--- config.mk ---
export PLATFORM = sky130hd
export DESIGN_NAME = updown_counter_param
export DESIGN_NICKNAME = d
export VERILOG_FILES = /design/src/rtl/updown_counter_param.sv
export SDC_FILE = /design/constraint.sdc
export NUM_CORES = 1
export LEC_CHECK = 0
export ABC_AREA = 1
export ABC_CLOCK_PERIOD_IN_PS = 1500
export CAP_MARGIN = 5
export CORE_AREA = 2 2 39 41
export DETAILED_ROUTE_END_ITERATION = 10
export DIE_AREA = 0 0 41 43
export PLACE_DENSITY = 0.6
export SETUP_SLACK_MARGIN = 0.15
export SLEW_MARGIN = 20
export SYNTH_ARGS = -nofsm -noshare
export SYNTH_HDL_FRONTEND = slang
export SYNTH_SLANG_ARGS = --single-unit
--- constraint.sdc ---
create_clock -name clk -period 1.5 [get_ports clk]
set_clock_uncertainty 0.2 [all_clocks]
set_input_delay 0.3 -clock clk [delete_from_list [all_inputs] [get_ports clk]]
set_output_delay 0.3 -clock clk [all_outputs]
set_load 0.1 [all_outputs]
--- src/rtl/updown_counter_param.sv ---
// Parametrised modulo-MOD up/down counter with enable, clamped synchronous load,
// combinational terminal count and registered wrap pulse. Optional macro: UPDOWN_COUNTER_SATURATE_EN.
module updown_counter_param #(
   parameter int unsigned     WIDTH     = 4,
   parameter longint unsigned MOD       = 16,
   parameter longint unsigned RESET_VAL = 0
) (
   input  logic             clk,
   input  logic             reset,
   input  logic             en,
   input  logic             up_dn,
   input  logic             load,
   input  logic [WIDTH-1:0] load_val,
   output logic [WIDTH-1:0] count,
   output logic             tc,
   output logic             wrap
);

   localparam logic [WIDTH-1:0] MAX_VAL = WIDTH'(MOD - 64'd1);
   localparam logic [WIDTH-1:0] RST_VAL = WIDTH'(RESET_VAL);

   if (WIDTH < 1 || WIDTH > 32) begin : g_bad_width
      $error("updown_counter_param: WIDTH must be 1..32");
   end
   if (MOD < 2 || MOD > (64'd1 << WIDTH) || RESET_VAL >= MOD) begin : g_bad_mod
      $error("updown_counter_param: need 2 <= MOD <= 2**WIDTH and RESET_VAL < MOD");
   end

   logic             at_max;
   logic             at_zero;
   logic [WIDTH-1:0] count_nxt;
   logic             wrap_nxt;

   assign at_max  = (count == MAX_VAL);
   assign at_zero = (count == '0);

   // Flags the boundary for the current direction so a following stage can use tc as its enable.
   assign tc = en & (up_dn ? at_max : at_zero);

   // NOTE: every signal driven here gets a default first, so no path leaves it unassigned (no latch).
   always_comb begin
      count_nxt = count;
      wrap_nxt  = 1'b0;
      if (load) begin
         count_nxt = (load_val > MAX_VAL) ? MAX_VAL : load_val;
      end else if (en) begin
         if (up_dn) begin
            if (at_max) begin
`ifdef UPDOWN_COUNTER_SATURATE_EN
               count_nxt = MAX_VAL;
`else
               count_nxt = '0;
               wrap_nxt  = 1'b1;
`endif
            end else begin
               count_nxt = count + WIDTH'(1);
            end
         end else begin
            if (at_zero) begin
`ifdef UPDOWN_COUNTER_SATURATE_EN
               count_nxt = '0;
`else
               count_nxt = MAX_VAL;
               wrap_nxt  = 1'b1;
`endif
            end else begin
               count_nxt = count - WIDTH'(1);
            end
         end
      end
   end

   // NOTE: state registers use non-blocking assignments so all flops update together at the edge.
   always_ff @(posedge clk or negedge reset) begin
      if (!reset) begin
         count <= RST_VAL;
         wrap  <= 1'b0;
      end else begin
         count <= count_nxt;
         wrap  <= wrap_nxt;
      end
   end

endmodule
==> flow_summary.toml <==
[global_route]
grt_max_degree = 6
track_usage_pct = 16.2
grt_pass1_wl_microns = 1920
grt_pass1_vias = 443
antenna_found_initial = 0
grt_overflow = 0

[timing]
final_hold_viol_count = 0
holdWs_ns = 0.0778
tightestPinTransition_ns = 0.231
layout_min_cycle_time_ns = 1.88
setup_viol = 8
rsz0062_at_grt = "yes"
max_clock_freq_mhz = 531
slew_viol_final = 0
slew_headroom_pct = 84.6
timing.final.crit_share_pct = 126
setup_slack_ns = -0.385

[logic_synthesis]
synth_top_cell_area_share_pct = 35.0
ys_ff_latch = 5
yosysUniqueCellTypes = 16
synth_nets = 60
synth.area.top_cells = "dfrtp_1 35%, nand2_1 15%, inv_1 7.3%"
synth_seq_area_share_pct = 35.0
netlist_area_sq_um = 358
ys_warn_count = 0
synth_top_area_cell = "dfrtp_1"
syn_avg_cell_area_sq_um = 7.30
syn_inst = 49

[setup_path]
worst_setup_path_end_kind = "output port"
crit_fanout = 3
r2r_end = "wrap"
required_ns = 1.00
path_class = "register to output port"
ff2ff_path_depth = 7
r2r_slack_ns = -0.11
r2r-start = "count[0]"
startpoint_type = "register"
crit_arrival_ns = 1.38

[clock_tree]
cts_buffers = 3
clock-sinks = 5
cts.path.max_buffers = 2
cts_max_level = 1
cts_tree = "done"
clk-insertion-delay-late_ns = 0.24
clock-root-buffer = "clkbuf_4"
cts_hold_buf = 0
cts.clk_slew.worst_paths_ns = 0.05

[die]
die_height_microns = 43
coreArea_sq_um = 1380
std_cell_rows = 14
start_util_pct = 25.9
fp.dieW_microns = 41
dieArea_sq_um = 1760
io_pins = 15

[detailed_routing]
drtIter0Drc = 5
via_per_inst = 4.36
postRouteAntennaNets = 0
vias = 440
routed_wirelength_microns = 1200
drcViolationCount = 0
dr.pass1.iters = 4
wire_per_inst_microns = 11.8

[finish]
syn_to_final_growth_pct = 140
utilization_pct = 61.9
seqCellArea_sq_um = 136
fillers = 122
multi_input_area_sq_um = 277
drive_gt1_share_pct = 56.5
n_antenna_cell = 0
final_nets = 97

[run_status]
status = "finished, violations left"
violations = "setup timing"

[hold_path]
min_path_type = "input pin to asynchronous set/reset pin"

[placed_design]
io_buffers = 14
place_congestion = 0.780
dpl.hpwl_microns = 885

[power_and_ir_drop]
power_density_nw_per_um2 = 933
vdd_drop_max_mv = 0.568
leakage_nw = 0.401

[job]
drv_cap = 0
==> Yosys cell counts <==
master	instances
o21ai_0	1
nor2_1	3
dfrtp_1	5
nand2_1	14
nor3_2	1
a22oi_1	3
inv_1	7
ha_1	2
o211ai_1	1
xor2_1	2
o21ai_1	1
inv_2	1
nand3_1	5
a31oi_1	1
a21oi_2	1
nand4_1	1
==> timing repair <==
action                                  4_1_cts  5_1_grt
endpoints found under the hold margin         0        0
gates resized for setup                       8        4
pin swaps                                    11        6
endpoints found under the setup margin        9       10
setup buffers                                 3        3
==> how the worst max path moves through the flow <==
stage	start	end	slack, ns
6_report	count[0]	tc	-0.38
5_1_grt	count[0]	tc	-0.42
4_1_cts	count[0]	tc	-0.37
3_5_place_dp	up_dn	tc	-0.27
3_3_place_gp	up_dn	tc	-0.24
2_1_floorplan	count[0]	tc	-0.54
==> layout by cell type (no fill, tap or decap), types with 2 or more instances in the layout <==
cell type,instances
nand2_1,11
buf_4,11
clkdlybuf4s50_1,7
buf_6,7
buf_12,6
inv_1,5
nand2_2,3
a22oi_1,3
nand3_1,3
clkbuf_4,3
dfrtp_2,3
inv_2,2
nand3_2,2
xor2_1,2
ha_4,2
dfrtp_4,2
==> layout make-up <==
type	count	share of cell area, %
Tap cell	16	2.34
Multi-Input combinational cell	36	32.3
Sequential cell	5	15.9
Clock buffer	3	2.63
Inverter	8	3.80
Clock inverter	1	0.584
Timing Repair Buffer	32	42.5
==> cells by family after synthesis <==
family / Yosys count / share of synthesized area, %
and+or+nand+nor: 24 / 29.4
xor gates and xnor gates: 2 / 4.90
AOI/OAI and AO/OA: 8 / 15.4
adders and majority gates: 2 / 6.99
DFF: 5 / 35.0
buffers and inverters: 8 / 8.39
==> where the power goes <==
group,internal [mW],leakage (nW),switching [mW]
clock,0.0968,0.0177,0.0617
combinational,0.211,0.327,0.253
sequential,0.156,0.0562,0.0218
==> stage by stage <==
stage / cells / TNS, ns / area, sq um / setup WS [ns] / power, mW
CTS: 98 / -0.637 / 821 / -0.373 / 0.789
detailed placement: 91 / -0.886 / 739 / -0.267 / 0.589
finish: 101 / -0.993 / 857 / -0.385 / 0.800
global placement: 91 / -0.838 / 739 / -0.243 / 0.583
global route: 101 / -1.40 / 857 / -0.425 / 0.849
floorplan: 49 / -0.664 / 429 / -0.540 / 0.412
==> layer usage <==
layer	wire [microns]	GRT usage, %
met4	17	8.00
met3	45	1.57
met1	493	19.5
met5	0	0
met2	638	26.9
==> sequential cells by signal, indices dropped and copies added, names as in the netlist <==
| name | cells |
|---|---|
| count | 4 |
| wrap | 1 |
==> worst max-delay path: stages (launching register included) <==
cell	delay, ns
dfrtp_4	0.51
inv_4	0.07
ha_4	0.14
a31oi_4	0.09
nor2_4	0.14
buf_12	0.18
No activity file was read; power rests on OpenSTA's default activity.
